File: config.mk
export PLATFORM = sky130hd
export DESIGN_NAME = imem_fetch_unit_flat
export DESIGN_NICKNAME = d
export VERILOG_FILES = /design/src/rtl/imem_fetch_if.sv /design/src/rtl/imem_fetch_unit.sv /design/src/flat_wrapper.sv
export SDC_FILE = /design/constraint.sdc
export NUM_CORES = 1
export LEC_CHECK = 0
export ABC_AREA = 0
export CAP_MARGIN = 30
export CORE_MARGIN = 5
export CORE_UTILIZATION = 50
export CTS_BUF_LIST = sky130_fd_sc_hd__clkbuf_16
export CTS_CLUSTER_SIZE = 40
export DETAILED_ROUTE_END_ITERATION = 6
export PLACE_DENSITY = 0.81
export SLEW_MARGIN = 20
export SYNTH_ARGS = -nofsm -noshare
export SYNTH_HDL_FRONTEND = slang
export SYNTH_SLANG_ARGS = --single-unit
File: constraint.sdc
create_clock -name clk -period 13.7 [get_ports clk]
set_input_delay 2.74 -clock clk [delete_from_list [all_inputs] [get_ports clk]]
set_output_delay 2.74 -clock clk [all_outputs]
set_load 0.05 [all_outputs]
File: src/rtl/imem_fetch_if.sv
// Fetch-side bundle between the fetch unit, the dual-port instruction memory and decode.
// master = fetch unit; slave = memory/decode environment.
interface imem_fetch_if;
    logic [13:0] addra;
    logic [63:0] douta;
    logic [13:0] addrb;
    logic [63:0] doutb;
    logic        redirect_valid;
    logic [13:0] redirect_addr;
    logic        halt;
    logic [1:0]  pop_count;
    logic        out0_valid;
    logic [63:0] out0_data;
    logic [13:0] out0_addr;
    logic        out1_valid;
    logic [63:0] out1_data;
    logic [13:0] out1_addr;
    logic [13:0] fetch_pc;

    modport master (
        output addra, addrb, out0_valid, out0_data, out0_addr,
               out1_valid, out1_data, out1_addr, fetch_pc,
        input  douta, doutb, redirect_valid, redirect_addr, halt, pop_count
    );

    modport slave (
        input  addra, addrb, out0_valid, out0_data, out0_addr,
               out1_valid, out1_data, out1_addr, fetch_pc,
        output douta, doutb, redirect_valid, redirect_addr, halt, pop_count
    );
endinterface

File: src/rtl/imem_fetch_unit.sv
// Dual-port instruction fetch into an in-order queue with redirect, halt and pop-count drain.
// Define IMEM_FETCH_PERF_EN to add the perf_words / perf_stall counters.
module imem_fetch_unit #(
    parameter int          QDEPTH   = 8,
    parameter logic [13:0] RESET_PC = 14'd0
) (
    input  logic         clk,
    input  logic         rst,
    imem_fetch_if.master bus
`ifdef IMEM_FETCH_PERF_EN
    ,
    output logic [31:0]  perf_words,
    output logic [31:0]  perf_stall
`endif
);
    localparam int AW     = 14;
    localparam int DATA_W = 64;
    localparam int PTR_W  = $clog2(QDEPTH);
    localparam int CNT_W  = PTR_W + 1;

    typedef enum logic [1:0] {S_BOOT, S_FETCH, S_STALL, S_HALT} state_t;

    state_t             state_q, state_d;
    logic [AW-1:0]      pc_q, pc_d;
    logic [CNT_W-1:0]   count_q, count_d;
    logic [PTR_W-1:0]   head_q, head_d;

    logic [DATA_W-1:0]  data_q [QDEPTH];
    logic [AW-1:0]      addr_q [QDEPTH];

    logic [CNT_W-1:0]   pop_clamp, pops_eff, free;
    logic [1:0]         pushes;
    logic               can_push;
    logic [AW-1:0]      pc_plus1;
    logic [PTR_W-1:0]   wr_ptr0, wr_ptr1, rd_ptr1;

    assign pc_plus1 = pc_q + AW'(1);
    // New words land directly behind the current contents; a slot popped this cycle may be reused.
    assign wr_ptr0  = head_q + count_q[PTR_W-1:0];
    assign wr_ptr1  = wr_ptr0 + PTR_W'(1);
    assign rd_ptr1  = head_q + PTR_W'(1);

    always_comb begin
        pop_clamp = (bus.pop_count == 2'd3) ? CNT_W'(2) : CNT_W'(bus.pop_count);
        pops_eff  = (pop_clamp > count_q) ? count_q : pop_clamp;
        free      = CNT_W'(QDEPTH) - count_q + pops_eff;
        can_push  = ((state_q == S_FETCH) || (state_q == S_STALL)) &&
                    !bus.halt && !bus.redirect_valid;
        pushes    = 2'd0;
        if (can_push) begin
            if (free >= CNT_W'(2))      pushes = 2'd2;
            else if (free == CNT_W'(1)) pushes = 2'd1;
        end

        state_d = state_q;
        case (state_q)
            S_BOOT:  state_d = S_FETCH;
            S_FETCH: begin
                if (bus.halt)                state_d = S_HALT;
                else if (free == '0)         state_d = S_STALL;
            end
            S_STALL: if (free != '0)         state_d = S_FETCH;
            S_HALT:  if (!bus.halt)          state_d = S_FETCH;
            default:                         state_d = S_BOOT;
        endcase

        head_d  = head_q + pops_eff[PTR_W-1:0];
        count_d = count_q - pops_eff + CNT_W'(pushes);
        pc_d    = pc_q + AW'(pushes);
        // Redirect wins over pop, push and halt; halt still gates fetch once in FETCH.
        if (bus.redirect_valid) begin
            head_d  = head_q;
            count_d = '0;
            pc_d    = bus.redirect_addr;
            state_d = S_FETCH;
        end
    end

    always_ff @(posedge clk) begin
        if (rst) begin
            state_q <= S_BOOT;
            pc_q    <= RESET_PC;
            count_q <= '0;
            head_q  <= '0;
        end else begin
            state_q <= state_d;
            pc_q    <= pc_d;
            count_q <= count_d;
            head_q  <= head_d;
        end
    end

    always_ff @(posedge clk) begin
        if (pushes != 2'd0) begin
            data_q[wr_ptr0] <= bus.douta;
            addr_q[wr_ptr0] <= pc_q;
        end
        if (pushes == 2'd2) begin
            data_q[wr_ptr1] <= bus.doutb;
            addr_q[wr_ptr1] <= pc_plus1;
        end
    end

    assign bus.addra      = pc_q;
    assign bus.addrb      = pc_plus1;
    assign bus.fetch_pc   = pc_q;
    assign bus.out0_valid = (count_q != '0);
    assign bus.out1_valid = (count_q >= CNT_W'(2));
    assign bus.out0_data  = bus.out0_valid ? data_q[head_q]  : '0;
    assign bus.out0_addr  = bus.out0_valid ? addr_q[head_q]  : '0;
    assign bus.out1_data  = bus.out1_valid ? data_q[rd_ptr1] : '0;
    assign bus.out1_addr  = bus.out1_valid ? addr_q[rd_ptr1] : '0;

`ifdef IMEM_FETCH_PERF_EN
    logic [31:0] perf_words_q, perf_words_d;
    logic [31:0] perf_stall_q, perf_stall_d;

    always_comb begin
        perf_words_d = perf_words_q + 32'(pushes);
        perf_stall_d = perf_stall_q;
        if ((state_q == S_STALL) || (state_q == S_HALT))
            perf_stall_d = perf_stall_q + 32'd1;
    end

    always_ff @(posedge clk) begin
        if (rst) begin
            perf_words_q <= '0;
            perf_stall_q <= '0;
        end else begin
            perf_words_q <= perf_words_d;
            perf_stall_q <= perf_stall_d;
        end
    end

    assign perf_words = perf_words_q;
    assign perf_stall = perf_stall_q;
`endif
endmodule

File: src/flat_wrapper.sv
// flat-port wrapper written by rule: the top's interface ports become plain ports
module imem_fetch_unit_flat 
#(
    parameter int          QDEPTH   = 8,
    parameter logic [13:0] RESET_PC = 14'd0
)
  (clk, rst, bus_addra, bus_addrb, bus_out0_valid, bus_out0_data, bus_out0_addr, bus_out1_valid, bus_out1_data, bus_out1_addr, bus_fetch_pc, bus_douta, bus_doutb, bus_redirect_valid, bus_redirect_addr, bus_halt, bus_pop_count);
  imem_fetch_if bus_i ();
  input  logic clk;
  input  logic rst;
  output wire logic [$bits(bus_i.addra)-1:0] bus_addra;
  output wire logic [$bits(bus_i.addrb)-1:0] bus_addrb;
  output wire logic [$bits(bus_i.out0_valid)-1:0] bus_out0_valid;
  output wire logic [$bits(bus_i.out0_data)-1:0] bus_out0_data;
  output wire logic [$bits(bus_i.out0_addr)-1:0] bus_out0_addr;
  output wire logic [$bits(bus_i.out1_valid)-1:0] bus_out1_valid;
  output wire logic [$bits(bus_i.out1_data)-1:0] bus_out1_data;
  output wire logic [$bits(bus_i.out1_addr)-1:0] bus_out1_addr;
  output wire logic [$bits(bus_i.fetch_pc)-1:0] bus_fetch_pc;
  input wire logic [$bits(bus_i.douta)-1:0] bus_douta;
  input wire logic [$bits(bus_i.doutb)-1:0] bus_doutb;
  input wire logic [$bits(bus_i.redirect_valid)-1:0] bus_redirect_valid;
  input wire logic [$bits(bus_i.redirect_addr)-1:0] bus_redirect_addr;
  input wire logic [$bits(bus_i.halt)-1:0] bus_halt;
  input wire logic [$bits(bus_i.pop_count)-1:0] bus_pop_count;
  assign bus_addra = bus_i.addra;
  assign bus_addrb = bus_i.addrb;
  assign bus_out0_valid = bus_i.out0_valid;
  assign bus_out0_data = bus_i.out0_data;
  assign bus_out0_addr = bus_i.out0_addr;
  assign bus_out1_valid = bus_i.out1_valid;
  assign bus_out1_data = bus_i.out1_data;
  assign bus_out1_addr = bus_i.out1_addr;
  assign bus_fetch_pc = bus_i.fetch_pc;
  assign bus_i.douta = bus_douta;
  assign bus_i.doutb = bus_doutb;
  assign bus_i.redirect_valid = bus_redirect_valid;
  assign bus_i.redirect_addr = bus_redirect_addr;
  assign bus_i.halt = bus_halt;
  assign bus_i.pop_count = bus_pop_count;
  imem_fetch_unit #(.QDEPTH(QDEPTH), .RESET_PC(RESET_PC)) u_core (.clk(clk), .rst(rst), .bus(bus_i));
endmodule
# [Word-level counts from Yosys, hierarchy flattened]
# Memory sizes are Yosys's and may differ from the RTL's. A register that Yosys moved wholly into a read port is not among the register bits.
# Cells that the tools add are included.
[classes] addsub=10 n_lt_le_gt_ge=3 eq_ne=12 muxes=24 n_reduce_logical=13
[ops] op="$mux 64" count=2
[ops] op="$mux 14" count=3
[ops] op="$add 14x1->14 const B" count=1
[ops] op="$add 14x2->14" count=1
[ops] op="$mux 2" count=7
[ops] op="$mux 3" count=4
[ops] op="$ne 3x3->1 const B" count=3
[ops] op="$eq 2x2->1 const B" count=4
[ops] op="$ge 4x2->1 const B" count=2
[ops] op="$pmux 2 s4" count=1
[ops] op="$reduce_bool 4->1" count=2
[ops] op="$add 3x1->3 const B" count=2
[ops] op="$add 3x3->3" count=2
[ops] op="$mux 1" count=6
[ops] op="$reduce_and 3->1" count=2
[ops] op="$add 4x2->4" count=1
[ops] op="$add 4x4->4" count=1
[ops] op="$eq 4x1->1 const B" count=1
[ops] op="$gt 4x4->1" count=1
[ops] op="$logic_not 4->1" count=1
[ops] op="$mux 4" count=1
[ops] op="$ne 2x2->1 const B" count=2
[ops] op="$ne 4x4->1 const B" count=1
[ops] op="$sub 4x4->4" count=1
[ops] op="other kinds (8)" count=10
[word_totals] register_bits=23 ramBits=624 in_bits=148 output_inout_bits=200 memories=2
[memory_table] name="u_core.data_q" depth=8 word_bits=64 read_ports=2 rd_clocked_by_memory_dff=1 write_ports=2 line_no="imem_fetch_unit.sv:28" source="logic [DATA_W-1:0] data_q [QDEPTH];"
[memory_table] name="u_core.addr_q" depth=8 word_bits=14 read_ports=2 rd_clocked_by_memory_dff=1 write_ports=2 line_no="imem_fetch_unit.sv:29" source="logic [AW-1:0] addr_q [QDEPTH];"

# [Depth between registers and ports, before layout]
[logic_depth] depth_word=12 depth_mapped=27

# [Least setup slack after synthesis]
# No wires, ideal clock.
[synth_path] path_kind="input port to flip-flop" startpoint="in bus_pop_count[1]" endpoint="mem u_core.addr_q[0][0] (enable)" arrival_time_ps=11420 required_time_ps=13070 path_slack_ps=1650 path_stages=17 n_path_buf=3 path_cell_list="clkbuf_1 -> ha_1 -> nor2b_1 -> o21ai_1 -> nor2_1 -> a21oi_1 -> inv_1 -> ha_1 -> ha_1 -> inv_1 -> fa_1 -> o21ai_0 -> a21o_1 -> buf_4 -> buf_2 -> o21ai_0 -> o31ai_1"
[synth_lines] element="from (decl)" line_no="flat_wrapper.sv:25" source="input wire logic [$bits(bus_i.pop_count)-1:0] bus_pop_count;"
[synth_lines] element="to (decl)" line_no="imem_fetch_unit.sv:29"

==> flow_metrics.py <==
metrics = {
    "run_status": {
        "outcome": "finished clean",
    },
    "clock_network": {
        "cts_tree": "yes",
        "clock-root-buffer": "clkbuf_16",
        "cts_buffers": 71,
        "cts.reportedPaths.clkPinSlew_ns": 0.06,
        "clock-sinks": 650,
        "clk_path_buf_depth": 3,
        "clk_latency_ns": 0.61,
        "cts_max_level": 3,
        "cts_resized": 0,
        "ctsHoldBuffers": 0,
        "postCtsSetupBuffers": 0,
    },
    "finish": {
        "drive_above_1_share_pct": 32.4,
        "layout.nets": 3020,
        "synthToLayoutAreaGrowth_pct": 17.9,
    },
    "yosys": {
        "async_reset_ff_share_pct": 0,
        "synth_seq_area_share_pct": 49.8,
        "syn_nets": 2779,
        "synth.cell_area_mm2": 0.0386,
        "ys_warn_count": 0,
        "synth_edf_count": 624,
        "synth-main-ff-cell": "edfxtp_1",
        "syn_avg_cell_area_um2": 14.8,
        "ys_seq_elements": 650,
        "syn_inst": 2605,
        "netlist-cell-type-count": 58,
    },
    "worst_setup_path": {
        "cpMostUsedCell": "ha_1",
        "r2r_cells": 17,
        "path_cells": "clkdlybuf4s50_1, nand2b_1, ha_1, a21boi_1, o21ai_1, a21oi_1, inv_1, ha_1, ha_1, inv_1, fa_1, o21ai_0, a21o_2, buf_4, nand3_4, o21ai_4, buf_4",
        "cp-start-kind": "primary input",
        "cp_max_fo": 58,
        "crit_required_ns": 13.91,
        "path_class": "primary input to flip-flop",
        "cp.arrival_ns": 8.90,
        "cp_slowest_cell": "buf_4",
        "regToRegSetupSlack_ns": 7.09,
        "endpoint_kind": "flip-flop",
        "slowest_delay_ns": 0.85,
    },
    "detailed_routing": {
        "postRouteAntennaNets": 0,
        "drt-total-wl_um": 116000,
        "drtIter0Drc": 2711,
        "dr.pass1.iters": 7,
        "wl_per_cell_um": 29.4,
        "vias": 26200,
        "vias_per_cell": 6.62,
        "drc_errors": 0,
    },
    "run": {
        "drv_cap": 0,
    },
    "sta": {
        "tns_ns": 0,
        "hold_viol": 0,
        "fmax_mhz": 115,
        "drv_slew": 0,
        "fin_skew_ns": 0.0307,
        "rsz0062_at_grt": "no",
        "setup_viol": 0,
        "worst_pin_slew_ns": 1.05,
        "slew_headroom_pct": 29.9,
        "fin_crit_sh_pct": 63.4,
        "fin_crit_ns": 8.69,
    },
    "global_route": {
        "antenna_found_initial": 13,
        "grt.total_usage_pct": 27.5,
        "grt_start_max_net_pins": 62,
        "grt_pass1_wl_um": 174000,
        "grt_pass1_vias": 27800,
        "overflow": 0,
    },
    "place": {
        "place_hpwl_um": 72700,
        "routabilityCongestion": 0.889,
        "io_buffers": 347,
    },
    "die": {
        "die_y_um": 288,
        "initial_core_util_pct": 50.1,
        "die-area_mm2": 0.0829,
        "rows": 102,
        "core_area_mm2": 0.0771,
        "io_pins": 348,
        "die_x_um": 288,
    },
    "pwr": {
        "power.total_mw": 8.74,
        "ir_drop_v": 0.000151,
        "power_density_mw_per_mm2": 192,
        "leakagePower_nw": 14.6,
    },
    "hold_path": {
        "hold_path_depth": 2,
        "hp-class": "flip-flop to flip-flop",
    },
}
[cells in the mapped netlist, types with 2 or more instances]
cell type,count,share of area (%)
xor2_1,46,1.0
nand3_1,58,0.75
nand2b_1,5,0.081
mux2_2,442,13
dfxtp_1,26,1.3
and2_1,4,0.065
fa_1,4,0.21
ha_1,22,0.71
nand4_1,9,0.15
mux4_2,312,18
or3_1,6,0.097
inv_1,24,0.23
mux2_1,86,2.5
a21o_1,5,0.097
o2111ai_1,2,0.045
a21boi_1,2,0.039
nand2_1,192,1.9
o311ai_0,4,0.091
o22ai_1,4,0.065
nor2b_1,3,0.049
xnor2_1,74,1.7
edfxtp_1,624,48
nor2_1,124,1.2
buf_4,25,0.49
nand3_2,4,0.10
a211oi_1,3,0.058
and4_1,3,0.068
o21a_1,3,0.058
nor3_1,53,0.69
o21ai_0,13,0.17
nor3b_1,2,0.039
o31ai_1,5,0.097
a2bb2oi_1,3,0.068
clkbuf_1,106,1.0
a31oi_1,2,0.032
o32ai_1,2,0.045
o211a_1,2,0.052
a2111oi_0,2,0.045
buf_2,68,0.88
a21oi_1,87,1.1
and3_1,8,0.13
mux2i_1,83,2.2
a311oi_1,3,0.068
buf_1,36,0.35
[placed cells by master (no fill, tap or decap), types with 5 or more instances in the layout]
cell type	count
a21oi_1	86
and3_1	7
buf_16	10
buf_4	42
bufinv_16	5
clkbuf_16	74
clkdlybuf4s50_1	347
clkinv_1	18
clkinv_2	8
dfxtp_1	22
diode_2	11
edfxtp_1	624
ha_1	21
inv_1	40
mux2_1	86
mux2_2	442
mux2i_1	83
mux4_2	312
nand2_1	192
nand2b_1	5
nand3_1	54
nand3_4	8
nand4_1	9
nor2_1	122
nor3_1	53
o21ai_0	8
or3_1	6
xnor2_1	73
xor2_1	45
[critical path, delay by kind of cell]
| kind | cells | cell delay [ns] |
|---|---|---|
| AND/OR/NAND/NOR | 2 | 0.91 |
| buffers and inverters | 5 | 2.04 |
| adder cells (fa/ha/maj) | 4 | 1.23 |
| AO/OA/AOI/OAI | 6 | 1.83 |
[routing by layer]
| layer | share of wire, % | track usage, % | vias up |
|---|---|---|---|
| li1 | - | - | 10800 |
| met1 | 36 | 34.5 | 13400 |
| met2 | 50 | 46.0 | 1696 |
| met3 | 9.6 | 5.99 | 271 |
| met4 | 4.5 | 12.7 | 4 |
| met5 | 0.021 | 0 | - |
[cells by family after synthesis]
logic type                 share of synthesized area [%]
AOI/OAI and AO/OA                                   2.33
xor gates and xnor gates                            2.85
adders and majority gates                          0.920
buffers and inverters                               2.99
DFF                                                 49.8
muxes                                               35.7
and+or+nand+nor                                     5.34
[registers in the layout, indices dropped and copies added, names as in the netlist, named ones only]
| name | flops |
|---|---|
| u_core.state_q | 2 |
| u_core.bus.addra | 14 |
| u_core.count_q | 4 |
| u_core.addr_q | 112 |
| u_core.head_q | 3 |
| u_core.data_q | 512 |
[worst paths after layout]
path / start / to
min reg2reg: u_core.state_q[1] / u_core.state_q[1]
max: bus_pop_count[1] / u_core.data_q[3][24]
max reg2reg: u_core.count_q[1] / u_core.data_q[3][24]
min: u_core.state_q[1] / u_core.state_q[1]
[through the flow]
| stage | util [%] | worst slack (ns) | hold slack, ns | cells | instance area, um2 |
|---|---|---|---|---|---|
| floorplan | - | 1.65 | 0.482 | 2605 | 38600 |
| CTS | 58.9 | 5.05 | 0.555 | 3935 | 45400 |
| global route | 59.1 | 4.72 | 0.594 | 3946 | 45500 |
| global placement | 55.7 | 4.42 | 0.492 | 3799 | 42900 |
| finish | 59.1 | 5.01 | 0.561 | 3953 | 45500 |
| detailed placement | 56.0 | 4.44 | 0.547 | 3806 | 43100 |
[power breakdown]
part | leakage, nW | switching (mW) | internal, mW | total [mW]
registers | 5.88 | 0.200 | 2.51 | 2.71
logic | 7.62 | 2.62 | 1.54 | 4.16
clock network | 1.15 | 0.802 | 1.07 | 1.88
[layout make-up]
class	count	area, um2
antenna	11	27.5
clock buffer	74	1850
clock inverter	55	395
fill	5761	31500
inverter	25	93.8
multi-input combinational	1695	18500
sequential	650	19300
tap	1040	1300
timing repair buffer	403	4120
(Power assumes the default switching activity.)
